==> src/rtl/l2_request_scheduler_pkg.sv <==
// Shared L2 request types and the default core count used by the request scheduler.
`ifndef CORE_COUNT
`define CORE_COUNT 4
`endif

package l2_request_scheduler_pkg;

  typedef struct packed {
    logic [3:0]  core_id;
    logic [1:0]  opcode;
    logic [31:0] address;
  } l2req_packet_t;

  typedef logic [127:0] cache_line_data_t;

endpackage

==> src/rtl/l2_request_scheduler_rr_arbiter.sv <==
// Round-robin arbiter: one-hot grant starting from the pointer; pointer moves past the winner
// only when update_lru_i is set.
module l2_request_scheduler_rr_arbiter #(
  parameter int unsigned NUM_REQUESTERS = 4
) (
  input  logic                      clk_i,
  input  logic                      reset_i,
  input  logic [NUM_REQUESTERS-1:0] request_i,
  input  logic                      update_lru_i,
  output logic [NUM_REQUESTERS-1:0] grant_oh_o
);

  localparam int unsigned PtrW = (NUM_REQUESTERS > 1) ? $clog2(NUM_REQUESTERS) : 1;

  logic [PtrW-1:0] ptr_q, ptr_d;
  logic [PtrW-1:0] grant_idx;
  logic [PtrW:0]   cand;
  logic            found;

  always_comb begin
    grant_oh_o = '0;
    grant_idx  = '0;
    cand       = '0;
    found      = 1'b0;
    for (int unsigned k = 0; k < NUM_REQUESTERS; k++) begin
      cand = {1'b0, ptr_q} + (PtrW+1)'(k);
      if (cand >= (PtrW+1)'(NUM_REQUESTERS)) begin
        cand = cand - (PtrW+1)'(NUM_REQUESTERS);
      end
      if (!found && request_i[cand[PtrW-1:0]]) begin
        found     = 1'b1;
        grant_idx = cand[PtrW-1:0];
      end
    end
    if (found) begin
      grant_oh_o[grant_idx] = 1'b1;
    end
  end

  always_comb begin
    ptr_d = ptr_q;
    if (update_lru_i && found) begin
      ptr_d = (grant_idx == PtrW'(NUM_REQUESTERS - 1)) ? '0 : grant_idx + 1'b1;
    end
  end

  always_ff @(posedge clk_i or posedge reset_i) begin
    if (reset_i) begin
      ptr_q <= '0;
    end else begin
      ptr_q <= ptr_d;
    end
  end

endmodule

==> src/rtl/l2_request_scheduler.sv <==
// L2 pipeline front end: picks one of restart or a round-robin core each cycle and registers it.
// Restarts win until the burst limit is hit while cores wait; stall freezes everything.
`ifndef CORE_COUNT
`define CORE_COUNT 4
`endif

module l2_request_scheduler
  import l2_request_scheduler_pkg::*;
#(
  parameter int unsigned NUM_REQUESTERS      = `CORE_COUNT,
  parameter int unsigned RESTART_BURST_LIMIT = 8
) (
  input  logic                                     clk_i,
  input  logic                                     reset_i,
  input  logic [NUM_REQUESTERS-1:0]                core_request_valid_i,
  input  l2req_packet_t [NUM_REQUESTERS-1:0]       core_request_i,
  output logic [NUM_REQUESTERS-1:0]                core_request_ready_o,
  input  logic                                     restart_valid_i,
  input  l2req_packet_t                            restart_request_i,
  input  logic                                     restart_is_flush_i,
  input  cache_line_data_t                         restart_data_i,
  output logic                                     restart_ready_o,
  input  logic                                     pipeline_stall_i,
  output logic                                     sched_request_valid_o,
  output l2req_packet_t                            sched_request_o,
  output logic                                     sched_is_l2_fill_o,
  output logic                                     sched_is_restarted_flush_o,
  output cache_line_data_t                         sched_data_from_memory_o
);

  localparam int unsigned BurstW = 8;
  localparam logic [BurstW-1:0] BurstLimit = BurstW'(RESTART_BURST_LIMIT);

  logic [BurstW-1:0]         burst_q, burst_d;
  logic                      any_core;
  logic                      grant_restart;
  logic                      grant_core;
  logic [NUM_REQUESTERS-1:0] arb_grant_oh;
  logic [NUM_REQUESTERS-1:0] grant_core_oh;
  l2req_packet_t             core_pkt;

  logic             valid_q, valid_d;
  l2req_packet_t    pkt_q, pkt_d;
  logic             fill_q, fill_d;
  logic             flush_q, flush_d;
  cache_line_data_t data_q, data_d;

  assign any_core      = |core_request_valid_i;
  assign grant_restart = restart_valid_i && (!any_core || (burst_q < BurstLimit));
  assign grant_core    = any_core && !grant_restart;
  assign grant_core_oh = grant_core ? arb_grant_oh : '0;

  // Readies also drop during reset so nothing transfers into a register being cleared.
  assign core_request_ready_o = (pipeline_stall_i || reset_i) ? '0 : grant_core_oh;
  assign restart_ready_o      = grant_restart && !pipeline_stall_i && !reset_i;

  l2_request_scheduler_rr_arbiter #(
    .NUM_REQUESTERS(NUM_REQUESTERS)
  ) u_rr_arbiter (
    .clk_i       (clk_i),
    .reset_i     (reset_i),
    .request_i   (core_request_valid_i),
    .update_lru_i(grant_core && !pipeline_stall_i),
    .grant_oh_o  (arb_grant_oh)
  );

  always_comb begin
    core_pkt = '0;
    for (int unsigned i = 0; i < NUM_REQUESTERS; i++) begin
      if (arb_grant_oh[i]) begin
        core_pkt = core_request_i[i];
      end
    end
  end

  // Count only restarts that actually made a core wait; anything else resets the burst.
  always_comb begin
    burst_d = burst_q;
    if (!pipeline_stall_i) begin
      if (grant_restart && any_core) begin
        if (burst_q < BurstLimit) begin
          burst_d = burst_q + 1'b1;
        end
      end else begin
        burst_d = '0;
      end
    end
  end

  always_comb begin
    valid_d = valid_q;
    pkt_d   = pkt_q;
    fill_d  = fill_q;
    flush_d = flush_q;
    data_d  = data_q;
    if (!pipeline_stall_i) begin
      valid_d = grant_restart || grant_core;
      if (grant_restart) begin
        pkt_d   = restart_request_i;
        fill_d  = !restart_is_flush_i;
        flush_d = restart_is_flush_i;
        data_d  = restart_data_i;
      end else if (grant_core) begin
        pkt_d   = core_pkt;
        fill_d  = 1'b0;
        flush_d = 1'b0;
        data_d  = '0;
      end
    end
  end

  always_ff @(posedge clk_i or posedge reset_i) begin
    if (reset_i) begin
      burst_q <= '0;
      valid_q <= 1'b0;
      pkt_q   <= '0;
      fill_q  <= 1'b0;
      flush_q <= 1'b0;
      data_q  <= '0;
    end else begin
      burst_q <= burst_d;
      valid_q <= valid_d;
      pkt_q   <= pkt_d;
      fill_q  <= fill_d;
      flush_q <= flush_d;
      data_q  <= data_d;
    end
  end

  assign sched_request_valid_o      = valid_q;
  assign sched_request_o            = pkt_q;
  assign sched_is_l2_fill_o         = fill_q;
  assign sched_is_restarted_flush_o = flush_q;
  assign sched_data_from_memory_o   = data_q;

`ifndef SYNTHESIS
  a_grant_onehot0: assert property (@(posedge clk_i) disable iff (reset_i)
    $onehot0({grant_core_oh, grant_restart}));
  a_no_ready_in_stall: assert property (@(posedge clk_i)
    pipeline_stall_i |-> (core_request_ready_o == '0 && !restart_ready_o));
  a_fill_flush_excl: assert property (@(posedge clk_i)
    !(sched_is_l2_fill_o && sched_is_restarted_flush_o));
`endif

endmodule

==> config.mk <==
export PLATFORM = sky130hd
export DESIGN_NAME = l2_request_scheduler
export DESIGN_NICKNAME = d
export VERILOG_FILES = /design/src/rtl/l2_request_scheduler_pkg.sv /design/src/rtl/l2_request_scheduler_rr_arbiter.sv /design/src/rtl/l2_request_scheduler.sv
export SDC_FILE = /design/constraint.sdc
export NUM_CORES = 1
export LEC_CHECK = 0
export BUFFER_PORTS_ARGS = -buffer_cell sky130_fd_sc_hd__buf_2
export CAP_MARGIN = 20
export CORE_AREA = 2 2 196 198
export CTS_CLUSTER_SIZE = 40
export DETAILED_ROUTE_END_ITERATION = 7
export DIE_AREA = 0 0 198 200
export SYNTH_ARGS = -nofsm -noshare
export SYNTH_HDL_FRONTEND = slang
export SYNTH_SLANG_ARGS = --single-unit
==> constraint.sdc <==
create_clock -name clk_i -period 6.8 [get_ports clk_i]
set_input_delay 0 -clock clk_i [delete_from_list [all_inputs] [get_ports clk_i]]
set_output_delay 0 -clock clk_i [all_outputs]
set_load 0.01 [all_outputs]
==> results_dict.tcl <==
set metrics [dict create \
    synthArstFlopShare_pct 100 \
    switchingPower_uw 1170 \
    p_seq_share_pct 38.3 \
    setup_ws_ns 2.95 \
    ir_drop_v 0.000160 \
    vias 8984 \
    worstSkewPairLatency_ns 0.45 \
    whs_ns 0.0757 \
    synth_top_area_cell "dfrtp_1" \
    clock.fmax_ghz 0.260 \
    fin_skew_ns 0.0137 \
    die-height_um 200 \
    cp-start-kind "flip-flop" \
    p_clk_share_pct 28.3 \
    seq_area_frac_synth_pct 54.6 \
    synth.most_common_cell "dfrtp_1" \
    placed_area_mm2 0.0110 \
    dp_hpwl_mm 25.4 \
    hold_viol_final 0 \
    gp_congestion 0.907 \
    dr.pass1.iters 4 \
    critPathMaxFanout 41 \
    timing_worst_setup_path_type "flip-flop to flip-flop" \
    netlist_top_cells_area "dfrtp_1 (55%), a22o_1 (14%), a21oi_1 (5.0%), a221o_1 (4.5%), a221oi_1 (4.1%)" \
    crit_buf_inv 1 \
    cts_root_buf "clkbuf_16" \
    cp_cell_sequence "mux2i_1, nor2_1, nor3_1, ha_2, nor2b_4, a221o_1, a32oi_1, a21oi_1, dlygate4sd3_1" \
    io_pins 501 \
    vias_per_cell 4.80 \
    syn_area_mm2 0.00821 \
    placed_cells 1631 \
    core-area_mm2 0.0374 \
    yosysWarnings 0 \
    yosys_register_bits 179 \
    relSlewSlack_pct 29.6 \
    synth_cell_type_count 39 \
    antenna_left 0 \
    switching_share_pct 34.4 \
    die_area_mm2 0.0396 \
    core.rowCount 71 \
    critPathSlowestCell "ha_2" \
    portBuffers 500 \
    grt_use_total_pct 17.7 \
    synth.avg_cell_area_um2 12.0 \
    rsz0062_at_grt "no" \
    yosys-top-cells-count "dfrtp_1 (179), a22o_1 (130), a21oi_1 (82)" \
    drive_gt1_share_pct 40.9 \
    cts_buffer_depth 2 \
    cp_top_family "adder cells" \
    hold_class "primary input to flip-flop" \
    grt_max_degree 108 \
    drt_iter0_markers 413 \
    maxCapViolCount 0 \
    maxSlewViolCount 0 \
    max_stage_delay_ns 0.87 \
    p_per_area_mw_per_mm2 250 \
    worstPathArrival_ns 4.17 \
    die_x_um 198 \
    area_growth_pct 66.6 \
    comb_power_share_pct 33.4 \
    power.leakage_uw 0.00681 \
    synth-edff-count 0 \
    clk_pin_slew_ns 0.08 \
    first_global_vias 8957 \
    wl_per_cell_um 19.6 \
    nNetsFinal 1678 \
    synthFlopType "dfrtp_1" \
    numCtsBuffers 17 \
    postRouteWirelength_mm 36.7 \
    cts_tree "built" \
    synth.top_cell.area_share_pct 54.6 \
    final.min_clock_period_ns 3.85 \
    design_area_mm2 0.0137 \
    synth.net_count 1017 \
    initial_core_util_pct 21.9 \
    setup_tns_ns 0 \
    setup_violations 0 \
    cp-end-kind "flip-flop" \
    grt_first_pass_wirelength_mm 52.4 \
    syn_inst 685 \
    drc 0 \
    dp_slack_ns 3.54 \
    final_cells 1873 \
    antenna_found_initial 5 \
    worstMarginPinSlew_ns 1.05 \
    cts_sinks 179 \
    critical_path_required_ns 7.12 \
    period_share_pct 56.6 \
    ctsHtreeMaxLevel 4 \
    grt_overflow 0 \
    outcome "complete, no violations" \
    power.internal_uw 2240 \
]
[area by class of cell]
class | count | area (um^2)
antenna | 4 | 10.0
clock buffer | 17 | 425
clock inverter | 14 | 141
fill | 3687 | 23700
inverter | 4 | 22.5
multi-input combinational | 428 | 3320
sequential | 179 | 4480
tap | 511 | 639
timing repair buffer | 716 | 4640
[per-stage QoR]
step,utilization (%),power [uW]
finish,36.6,3410
global route,36.6,3590
CTS,36.5,3440
global placement,29.5,2290
detailed placement,29.5,2290
floorplan,-,1880
[power by group through the flow]
stage	sequential [uW]	combinational (uW)	clock, uW
2_1_floorplan	1350	530	0
3_3_place_gp	1320	966	0
3_5_place_dp	1320	974	0
4_1_cts	1300	1130	1010
5_1_grt	1320	1230	1040
6_report	1310	1140	965
[cells by family (layout without fill, tap and decap cells)]
logic type	Yosys count	in the layout	synth area share (%)
other cells	0	4	0
fa+ha+maj	5	5	0.762
compound gates	332	332	32.3
mux	2	2	0.259
flops	179	179	54.6
xor+xnor	5	5	0.533
buf+inv	78	751	5.56
simple gates	84	84	6.05
[final timing paths]
kind,end,slack [ns],cells after the start,start
setup reg to reg,sched_request_o[20],2.95,9,u_rr_arbiter.ptr_q[1]
setup / recovery,sched_request_o[20],2.95,9,u_rr_arbiter.ptr_q[1]
hold / removal,u_rr_arbiter.ptr_q[0],0.08,4,core_request_valid_i[3]
min in group asynchronous,sched_request_o[0],0.25,3,reset_i
max in group asynchronous,sched_data_from_memory_o[103],5.00,4,reset_i
hold reg to reg,sched_request_valid_o,0.48,2,sched_request_valid_o
[per-layer routing]
metal,vias up,wire [um],track usage (%)
met5,-,14,0
met4,2,2150,12.5
met3,77,2840,5.16
met2,476,18300,29.7
met1,4372,13400,19.4
li1,4057,-,-
[worst reg2reg max path, stage by stage, from the launching register on]
cell           delay (ns)
dfrtp_1              0.44
mux2i_1              0.21
nor2_1               0.05
nor3_1               0.40
ha_2                 0.87
nor2b_4              0.39
a221o_1              0.48
a32oi_1              0.23
a21oi_1              0.09
dlygate4sd3_1        0.57
[cells in the final DEF (no fill, tap or decap), types with 9 or more instances in the layout]
| master | Yosys | layout |
|---|---|---|
| clkbuf_16 | 0 | 17 |
| nand2b_1 | 39 | 39 |
| buf_4 | 11 | 9 |
| a221o_1 | 37 | 37 |
| buf_2 | 17 | 500 |
| a221oi_1 | 38 | 38 |
| dfrtp_1 | 179 | 179 |
| a21oi_1 | 82 | 82 |
| a22o_1 | 130 | 129 |
| nor2_1 | 12 | 11 |
| a32oi_1 | 38 | 38 |
| dlygate4sd3_1 | 0 | 207 |
| nand2_1 | 10 | 10 |
[repair_timing]
action	in CTS	in global routing
hold buffers	207	0
hold endpoints to repair	272	0
resized for setup	0	0
setup buffers	0	0
[state kept, by name (all words and copies together), names as in the netlist]
| register | count |
|---|---|
| sched_is_l2_fill_o | 1 |
| burst_q | 8 |
| sched_request_o | 38 |
| sched_request_valid_o | 1 |
| sched_is_restarted_flush_o | 1 |
| sched_data_from_memory_o | 128 |
| u_rr_arbiter.ptr_q | 2 |
Power figures use the tool's default switching activity.
